$ cat config.mk
export PLATFORM = sky130hd
export DESIGN_NAME = inst_issue
export DESIGN_NICKNAME = d
export VERILOG_FILES = /design/src/rtl/inst_issue_pkg.sv /design/src/rtl/inst_buf.sv /design/src/rtl/inst_issue.sv
export SDC_FILE = /design/constraint.sdc
export NUM_CORES = 1
export LEC_CHECK = 0
export BUFFER_PORTS_ARGS = -buffer_cell sky130_fd_sc_hd__buf_2
export CAP_MARGIN = 25
export CORE_ASPECT_RATIO = 1.75
export CORE_MARGIN = 4
export CORE_UTILIZATION = 30
export CTS_CLUSTER_SIZE = 25
export DETAILED_ROUTE_END_ITERATION = 8
export RECOVER_POWER = 50
export SYNTH_ARGS = -nofsm -noshare
export SYNTH_HDL_FRONTEND = slang
export SYNTH_SLANG_ARGS = --single-unit
$ cat constraint.sdc
create_clock -name clk -period 8 [get_ports clk]
set_clock_uncertainty 0.15 [all_clocks]
set_input_delay 0.4 -clock clk [delete_from_list [all_inputs] [get_ports clk]]
set_output_delay 0.4 -clock clk [all_outputs]
set_load 0.005 [all_outputs]
$ cat src/rtl/inst_issue_pkg.sv
// inst_issue_pkg: opcode constants, instruction field layout and FSM state encodings
// shared by inst_issue and its instruction buffer.
package inst_issue_pkg;

   localparam int INST_WIDTH = 8;
   localparam int OP_MSB     = 7;
   localparam int OP_LSB     = 5;
   localparam int REP_MSB    = 4;
   localparam int REP_LSB    = 0;

   localparam logic [2:0] OP_LOAD   = 3'b000;
   localparam logic [2:0] OP_ADD    = 3'b001;
   localparam logic [2:0] OP_SUB    = 3'b010;
   localparam logic [2:0] OP_MUL    = 3'b100;
   localparam logic [2:0] OP_MULADD = 3'b101;
   localparam logic [2:0] OP_MULSUB = 3'b110;
   localparam logic [2:0] OP_MAX    = 3'b111;

   localparam logic [1:0] ST_IDLE  = 2'd0;
   localparam logic [1:0] ST_RUN   = 2'd1;
   localparam logic [1:0] ST_DRAIN = 2'd2;

   typedef struct packed {
      logic [OP_MSB-OP_LSB:0]   op;
      logic [REP_MSB-REP_LSB:0] rep;
   } inst_t;

endpackage

$ cat src/rtl/inst_buf.sv
// inst_buf: DEPTH x 8 program store, synchronous write and combinational read, no reset.
module inst_buf
   import inst_issue_pkg::*;
#(
   parameter int DEPTH      = 16,
   parameter int ADDR_WIDTH = 4
) (
   input  logic                  i_clk,
   input  logic                  i_wr_en,
   input  logic [ADDR_WIDTH-1:0] i_wr_addr,
   input  logic [INST_WIDTH-1:0] i_wr_data,
   input  logic [ADDR_WIDTH-1:0] i_rd_addr,
   output logic [INST_WIDTH-1:0] o_rd_data
);

   logic [INST_WIDTH-1:0] r_mem [DEPTH];

   always_ff @(posedge i_clk) begin
      if (i_wr_en) begin
         r_mem[i_wr_addr] <= i_wr_data;
      end
   end

   assign o_rd_data = r_mem[i_rd_addr];

endmodule

$ cat src/rtl/inst_issue.sv
// inst_issue: issues one opcode per cycle from a small program, then waits out the decoder
// latency and pulses done. Defining ISSUE_LOOP_EN adds a `loop` input that restarts the program.
module inst_issue
   import inst_issue_pkg::*;
#(
   parameter int DEPTH      = 16,
   parameter int ADDR_WIDTH = 4,
   parameter int DELAY      = 8
) (
   input  logic                  clk,
   input  logic                  rst,
   input  logic                  prog_v,
   input  logic [INST_WIDTH-1:0] prog_inst,
   input  logic                  clear,
   input  logic                  start,
   input  logic                  stall,
`ifdef ISSUE_LOOP_EN
   input  logic                  loop,
`endif
   output logic                  inst_v,
   output logic [2:0]            opcode,
   output logic                  busy,
   output logic                  done,
   output logic                  prog_full
);

   localparam int CNT_W = ADDR_WIDTH + 1;
   localparam int DRN_W = $clog2(DELAY);
   localparam logic [CNT_W-1:0] FULL_CNT   = CNT_W'(DEPTH);
   localparam logic [DRN_W-1:0] DRAIN_INIT = DRN_W'(DELAY - 1);

   logic [1:0]            r_state, w_state;
   logic [CNT_W-1:0]      r_count, w_count;
   logic [ADDR_WIDTH-1:0] r_rd_ptr, w_rd_ptr;
   logic [4:0]            r_iss, w_iss;
   logic [DRN_W-1:0]      r_drain, w_drain;
   logic                  r_inst_v, w_inst_v;
   logic [2:0]            r_opcode, w_opcode;
   logic                  r_busy, r_done, w_done, r_full;
   logic                  w_wr_en, w_last;
   logic [INST_WIDTH-1:0] w_rd_data;
   inst_t                 w_cur;

   inst_buf #(
      .DEPTH      (DEPTH),
      .ADDR_WIDTH (ADDR_WIDTH)
   ) u_inst_buf (
      .i_clk     (clk),
      .i_wr_en   (w_wr_en),
      .i_wr_addr (r_count[ADDR_WIDTH-1:0]),
      .i_wr_data (prog_inst),
      .i_rd_addr (r_rd_ptr),
      .o_rd_data (w_rd_data)
   );

   assign w_cur  = inst_t'(w_rd_data);
   assign w_last = (CNT_W'(r_rd_ptr) + CNT_W'(1)) == r_count;

   // r_iss counts issues already made from the current entry; the entry is finished
   // once it reaches that entry's repeat field.
   always_comb begin
      w_state  = r_state;
      w_count  = r_count;
      w_rd_ptr = r_rd_ptr;
      w_iss    = r_iss;
      w_drain  = r_drain;
      w_inst_v = 1'b0;
      w_opcode = OP_LOAD;
      w_done   = 1'b0;
      w_wr_en  = 1'b0;
      case (r_state)
         ST_IDLE: begin
            if (start) begin
               if (r_count == '0) begin
                  w_done = 1'b1;
               end else begin
                  w_state  = ST_RUN;
                  w_rd_ptr = '0;
                  w_iss    = '0;
               end
            end else if (clear) begin
               w_count = '0;
            end else if (prog_v && (r_count != FULL_CNT)) begin
               w_wr_en = 1'b1;
               w_count = r_count + CNT_W'(1);
            end
         end
         ST_RUN: begin
            if (!stall) begin
               w_inst_v = 1'b1;
               w_opcode = w_cur.op;
               if (r_iss != w_cur.rep) begin
                  w_iss = r_iss + 5'd1;
               end else begin
                  w_iss = '0;
                  if (!w_last) begin
                     w_rd_ptr = r_rd_ptr + ADDR_WIDTH'(1);
                  end else begin
`ifdef ISSUE_LOOP_EN
                     if (loop) begin
                        w_rd_ptr = '0;
                     end else begin
                        w_state = ST_DRAIN;
                        w_drain = DRAIN_INIT;
                     end
`else
                     w_state = ST_DRAIN;
                     w_drain = DRAIN_INIT;
`endif
                  end
               end
            end
         end
         ST_DRAIN: begin
            if (r_drain == '0) begin
               w_done  = 1'b1;
               w_state = ST_IDLE;
            end else begin
               w_drain = r_drain - DRN_W'(1);
            end
         end
         default: begin
            w_state = ST_IDLE;
         end
      endcase
   end

   always_ff @(posedge clk or posedge rst) begin
      if (rst) begin
         r_state  <= ST_IDLE;
         r_count  <= '0;
         r_rd_ptr <= '0;
         r_iss    <= '0;
         r_drain  <= '0;
         r_inst_v <= 1'b0;
         r_opcode <= OP_LOAD;
         r_busy   <= 1'b0;
         r_done   <= 1'b0;
         r_full   <= 1'b0;
      end else begin
         r_state  <= w_state;
         r_count  <= w_count;
         r_rd_ptr <= w_rd_ptr;
         r_iss    <= w_iss;
         r_drain  <= w_drain;
         r_inst_v <= w_inst_v;
         r_opcode <= w_opcode;
         r_busy   <= (w_state != ST_IDLE);
         r_done   <= w_done;
         r_full   <= (w_count == FULL_CNT);
      end
   end

   assign inst_v    = r_inst_v;
   assign opcode    = r_opcode;
   assign busy      = r_busy;
   assign done      = r_done;
   assign prog_full = r_full;

endmodule
==> flow_summary_export.csv, run 1 <==
group,metric,value,unit
critical_path,critical_path.endpoint_type,"flop",
synth,synth_seq_cells,154,
synth,synth_simple_gate_area_share,6.150,%
placed_design,dpl.hpwl,9271,µm
power,power_per_cell_area,279.1,nW/µm²
job,timing.max_cap.violations,0,
placed_design,finalWeightedCongestion,0.7550,
clock_network,clk_pin_slew_worst_paths,70,ps
timing,timing_hold_violations_final,0,
synth,fraction_of_the_mapped_netlist_area_in_compound_gates,4.235,%
drt,drt_first_pass_iters,4,
synth,synth-async-reset-ratio,16.88,%
die,core_region_area,21110,µm²
synth,synth_flop_cell,"edfxtp_1",
placed_design,io_buffer_count,20,
drt,drt_iter0_markers,236,
drt,wirelength,13760,µm
hold_path,cell_depth_of_the_worst_min_delay_path,4,
synth,synthesis.nets,405,
drt,postRouteAntennaNets,0,
power,static-leakage-power,2.598,nW
critical_path,critical-path-max-stage-delay,1030,ps
critical_path,critPathMaxFanout,39,
critical_path,critical_path_arrival,3710,ps
synth,yosysTopAreaCellShare,59.41,%
synth,yosysWarnings,0,
synth,synth_edf_count,128,
synth,synth.top_cells.by_area,"edfxtp_1, dfrtp_1, mux4_2, mux2i_1, ha_1",
synth,post_synth_xor_area_fraction,2.166,%
layout,fillcell_total,1963,
timing,unrepaired_setup_endpoints_after_global_routing,"no",
outcome,run_status,"complete, no violations",
timing,worst_slew_pin_slew,1261,ps
drt,route.detailed.wl_per_inst,19.19,µm
drt,routed-via-count,3376,
die,core.rowCount,70,
timing,post-route-min-period,3553,ps
synth,synthMuxAreaShare,14.19,%
synth,synthesis.instances,383,
timing,maxClockFrequency,0.2815,GHz
synth,avgSynthCellArea,16.89,µm²
power,worst_ir_drop_vdd,0.1705,mV
layout,antenna-diode-count,0,
synth,syn_area,6470,µm²
global_routing,grt.overflow.total,0,
critical_path,worst_setup_path_start_kind,"flop",
clock_network,cts.sinks,154,
die,fp.dieW,119.0,µm
clock_network,htree_levels,4,
die,starting_density_of_the_core,30.65,%
clock_network,clock_tree.root_cell,"clkbuf_16",
layout,post_route_cells_drive_above_1_share,19.81,%
critical_path,timing.critical_path.slowest_stage_cell,"dfrtp_2",
clock_network,tritoncts,"yes",
drt,post-route-drc-count,0,
clock_network,clock_insertion_delay_at_the_later_pin_of_the_skew_report,430,ps
timing,slew_headroom,15.96,%
synth,post_synth_num_cell_types,47,
global_routing,pin_count_of_the_biggest_net_entering_global_routing,40,
die,floorplan.io_pins,21,
layout,layout.core_utilization,35.68,%
hold_path,min-delay-path-class,"in2reg",
synth,largest_family_of_logic_cells_by_synthesized_area,"multiplexers",
timing,report.final.setup_viol,0,
timing,timing_max_transition_violations_final,0,
die,die_height,202.3,µm
synth,yosys.area.top_type,"edfxtp_1",
critical_path,critPathRequiredTime,8160,ps
critical_path,timing.critical_path.cells,"mux2i_1, mux4_2, xor2_1, o2111ai_1, a2111oi_4, nand3_1, and3_1, a211o_1",
die,fp.dieArea,24070,µm²
global_routing,globalRouteTotalUtil,11.90,%
critical_path,ff2ff_path_depth,8,
clock_network,cts-root-to-sink-buffers,2,
drt,drt-vias-per-instance,4.709,
timing,setup_tns,0,ps
layout,final_net_count,438,
critical_path,path_class,"reg2reg",
critical_path,timing.critical_path.depth,8,
synth,synth-seq-area-share,69.46,%
synth,yosys.area_share.adder,1.547,%
critical_path,path_buf_inv,0,
global_routing,grt_first_pass_wirelength,20980,µm
clock_network,cts.repair.resized,0,
global_routing,vias_in_the_first_global_route,3643,
critical_path,gate_family_responsible_for_the_most_delay_along_the_worst_path,"flip-flops",
clock_network,tritoncts.num_buffers,17,
timing,hold-worst-slack,190.7,ps
timing,layout_worst_path_cycle_share,44.41,%
layout,area_growth,16.42,%
global_routing,grt_antenna_before_repair,0,
-- what timing repair did --
item,in CTS,in global routing
hold buffers,0,1
buffers inserted,0,0
endpoints found under the hold margin,0,17
-- Yosys cell counts (7+ instances only) --
library cell / count
xnor2_1: 7
mux4_2: 26
inv_1: 11
edfxtp_1: 128
xor2_1: 9
nor2_1: 26
dfrtp_1: 26
clkbuf_1: 9
mux2i_1: 28
a21oi_1: 8
nand2_1: 18
ha_1: 8
-- power breakdown --
group	internal, mW	switching [mW]	leakage, nW
registers	0.890	0.0591	1.48
logic	0.172	0.151	0.834
clock network	0.496	0.334	0.288
-- cell families after synthesis --
kind of cell | count (synthesis)
compound gates | 37
flops | 154
mux | 56
xor+xnor | 16
simple gates | 82
buf+inv | 30
fa+ha+maj | 8
-- stage by stage --
| stage | power [mW] | setup slack, ps | instances | instance area, µm² |
|---|---|---|---|---|
| finish | 2.102 | 4447 | 717 | 7532 |
| global placement | 1.286 | 4474 | 677 | 6872 |
| global route | 2.190 | 4211 | 717 | 7532 |
| CTS | 2.123 | 4425 | 712 | 7508 |
| detailed placement | 1.295 | 4441 | 680 | 6894 |
| floorplan | 1.220 | 5246 | 383 | 6470 |
-- flip-flops by register name, indices dropped and copies added (netlist names) --
signal	flops
inst_v	1
r_rd_ptr	4
prog_full	1
u_inst_buf.r_mem	128
r_state	2
busy	1
opcode	3
r_count	5
r_drain	3
r_iss	5
done	1
-- tightest hold or removal path: cells and delay by family --
family	cells	cell delay, ps
AOI/OAI and AO/OA	1	80
buffers and inverters	1	90
and+or+nand+nor	2	160
-- cell usage in the layout, fill, tap and decap left out, types with 5 or more instances in the layout --
master     synthesis  layout
xnor2_1            7       7
ha_1               8       8
clkbuf_1           9      11
and2_1             6       6
edfxtp_1         128     128
mux2i_1           28      28
clkbuf_16          0      17
a21oi_1            8       8
mux4_2            26      26
nand2_1           18      18
dfrtp_1           26      25
buf_4              4      10
xor2_1             9       9
nand3_1            5       5
buf_2              2      10
o21ai_0            5       5
inv_1             11      11
nor2_1            26      26
-- path summary, 6_finish.rpt --
path,from,to,slack (ps)
worst max-delay path,r_rd_ptr[1],r_rd_ptr[2],4450
worst min-delay path,stall,r_rd_ptr[1],190
worst max register to register,r_rd_ptr[1],r_rd_ptr[2],4450
worst min register to register,r_drain[2],r_drain[2],370
max in group asynchronous,rst,r_rd_ptr[1],5980
min in group asynchronous,rst,r_iss[3],240
-- area by class of cell --
cell class / instances / area, µm² / share of cell area, %
well taps: 288 / 360.3 / 4.784
flip-flops and latches: 154 / 4496 / 59.68
multi-input cells: 199 / 1841 / 24.44
inverters: 12 / 45.04 / 0.5980
repair buffers: 32 / 176.4 / 2.342
clock inverters: 15 / 188.9 / 2.508
clock buffers: 17 / 425.4 / 5.648
-- per-layer routing --
metal	wire [µm]	share of wire [%]	global-route usage (%)
met5	0	0	0
met4	273	2.0	4.932
met3	464	3.4	3.135
met2	8054	59	22.86
met1	4969	36	11.85
No activity file was read; power rests on OpenSTA's default activity.
==> run 2, diff against run 1 <==
Clock period 8 ns to 2.9 ns, I/O delays scaled along.
==> run 2 against run 1 <==
The flow now finishes with violations (negative hold slack, negative setup slack); sequential power grew to 2.7 times the previous value; first-iteration DRC count is 0.85% lower; non-clock buffer count is 54 higher; final area is 7.3% higher; cell count is 7.5% higher; combinational power grew to 3.8 times the previous value; largest cell class unchanged.
==> flow_summary_export.csv, run 2 (synthesized netlist as in run 1, its figures left out) <==
group,metric,value,unit
outcome,run_status,"complete, but fails checks",
outcome,violations_in_the_final_reports,"negative hold slack, negative setup slack",
critical_path,critPathMaxFanout,7,
critical_path,timing.critical_path.slowest_stage_cell,"mux4_2",
layout,largest_register,"u_inst_buf.r_mem",
power,power_per_cell_area,752.7,nW/µm²
clock_network,clock_tree.root_cell,"clkbuf_16",
drt,route.layer.met1.wl,5284,µm
critical_path,r2r_slack,-50,ps
drt,met2_length,8294,µm
critical_path,regToRegStartpoint,"r_rd_ptr[1]",
drt,route.detailed.wl_per_inst,18.51,µm
layout,leading_cell_type_in_the_layout_fill_and_taps_excluded,"edfxtp_1",
drt,post-route-drc-count,0,
die,die_height,202.3,µm
timing,report.final.setup_viol,5,
timing,unrepaired_setup_endpoints_after_global_routing,"yes",
layout,post_route_cells_drive_above_1_share,28.99,%
clock_network,clock_insertion_delay_at_the_later_pin_of_the_skew_report,420,ps
critical_path,critical-path-max-stage-delay,420,ps
global_routing,grt_first_pass_wirelength,21670,µm
job,timing.max_cap.violations,0,
critical_path,path_class,"reg2reg",
placed_design,dp.cells,718,
global_routing,pin_count_of_the_biggest_net_entering_global_routing,27,
critical_path,worst_setup_path_start_kind,"flop",
timing,timing_hold_violations_final,3,
global_routing,vias_in_the_first_global_route,3810,
global_routing,grt.overflow.total,0,
global_routing,grt_antenna_before_repair,0,
drt,routed-via-count,3577,
power,worst_ir_drop_vdd,0.3853,mV
layout,largest_register_ff_count,128,
die,core_region_area,21110,µm²
layout,final_net_count,492,
timing,maxClockFrequency,0.3394,GHz
drt,drt_first_pass_iters,4,
timing,worst_slew_pin_slew,1249,ps
die,starting_density_of_the_core,30.65,%
drt,postRouteAntennaNets,0,
timing,post-route-min-period,2946,ps
timing,layout_worst_path_cycle_share,101.6,%
die,fp.dieW,119.0,µm
critical_path,timing.rr.end,"r_iss[4]",
power,static-leakage-power,2.902,nW
critical_path,gate_family_responsible_for_the_most_delay_along_the_worst_path,"compound AO/OA/AOI/OAI gates",
timing,hold-worst-slack,-12.38,ps
clock_network,tritoncts,"yes",
global_routing,globalRouteTotalUtil,12.17,%
drt,wirelength,14270,µm
hold_path,min-delay-path-class,"in2async",
critical_path,timing.critical_path.cells,"buf_12, buf_8, buf_4, mux4_2, mux2i_1, mux2i_1, xor2_1, a2111oi_4, buf_4, nor2_2, a21o_1, a22o_1",
timing,slew_headroom,16.75,%
clock_network,tritoncts.num_buffers,17,
drt,drt_iter0_markers,234,
critical_path,path_buf_inv,4,
clock_network,cts.sinks,154,
die,core.rowCount,70,
layout,area_growth,24.87,%
clock_network,clk_pin_slew_worst_paths,60,ps
critical_path,critical_path_arrival,3110,ps
clock_network,cts-root-to-sink-buffers,2,
placed_design,io_buffer_count,20,
die,fp.dieArea,24070,µm²
placed_design,dpl.hpwl,9995,µm
layout,final_cell_count_no_fill,771,
layout,leading_cell_types_in_the_layout_fill_and_taps_excluded,"edfxtp_1, buf_4, mux2i_1",
critical_path,critPathRequiredTime,3060,ps
drt,wl_met3,345,µm
die,floorplan.io_pins,21,
placed_design,finalWeightedCongestion,0.7451,
timing,fin_ws,-46.00,ps
drt,maxUsedRoutingLayer,"met4",
layout,antenna-diode-count,0,
critical_path,ff2ff_path_depth,12,
drt,drt-vias-per-instance,4.639,
clock_network,htree_levels,4,
critical_path,critical_path.endpoint_type,"flop",
timing,timing_max_transition_violations_final,0,
layout,reg.largest.list,"u_inst_buf.r_mem (128), r_count (5), r_iss (5)",
-- run 2: cell types whose count changed in the layout (fill, tap and decap cells not counted), sizes merged, moves of 3 or more --
cell	change
clkinv	+5
inv	-4
buf	+45
clkinvlp	-3
dlygate4sd3	+11
-- run 2: layout make-up --
type	instances	area (µm²)
clock buffers	18	429.2
clock inverters	14	178.9
fillers	1935	13030
inverters	12	45.04
multi-input cells	199	1891
flip-flops and latches	154	4497
well taps	288	360.3
repair buffers	86	678.2
-- run 2: report_power, final --
| part | internal (mW) | total [mW] | switching (mW) |
|---|---|---|---|
| clock | 1.43 | 2.29 | 0.858 |
| combinational | 0.673 | 1.22 | 0.548 |
| sequential | 2.46 | 2.57 | 0.114 |
-- run 2: tightest hold or removal path, delay by kind of cell --
kind	cells	cell delay, ps
buffers and inverters	3	760
-- run 2: worst max-delay path by stage --
stage / to / start / cells past startpoint
floorplan: r_rd_ptr[2] / r_rd_ptr[1] / 9
global placement: r_rd_ptr[3] / r_rd_ptr[0] / 9
detailed placement: r_rd_ptr[3] / r_rd_ptr[0] / 9
CTS: r_iss[4] / r_rd_ptr[1] / 11
global route: r_iss[4] / r_rd_ptr[1] / 12
finish: r_iss[4] / r_rd_ptr[1] / 12
-- run 2: repair_timing --
action	in CTS	in global routing
setup endpoints to repair	10	11
hold endpoints to repair	164	0
buffers inserted	0	9
pin swaps	1	11
hold buffers	12	0
gates resized for setup	3	29
-- run 2: per-layer routing --
| layer | global-route usage (%) | vias to the layer above |
|---|---|---|
| li1 | - | 1655 |
| met2 | 22.68 | 60 |
| met4 | 5.926 | 0 |
| met1 | 12.53 | 1843 |
| met3 | 2.940 | 19 |
| met5 | 0 | - |
-- run 2: through the flow --
| step | power, mW | worst slack [ps] | TNS, ps | cell area [µm²] | utilization, % |
|---|---|---|---|---|---|
| floorplan | 3.366 | 146.2 | 0 | 6470 | - |
| global placement | 3.668 | -7.352 | -7.352 | 7194 | 34.08 |
| detailed placement | 3.692 | -97.30 | -420.4 | 7194 | 34.08 |
| CTS | 6.004 | 1.038 | 0 | 7928 | 37.56 |
| global route | 6.348 | -126.6 | -1003 | 8079 | 38.28 |
| finish | 6.081 | -46.00 | -132.3 | 8079 | 38.28 |
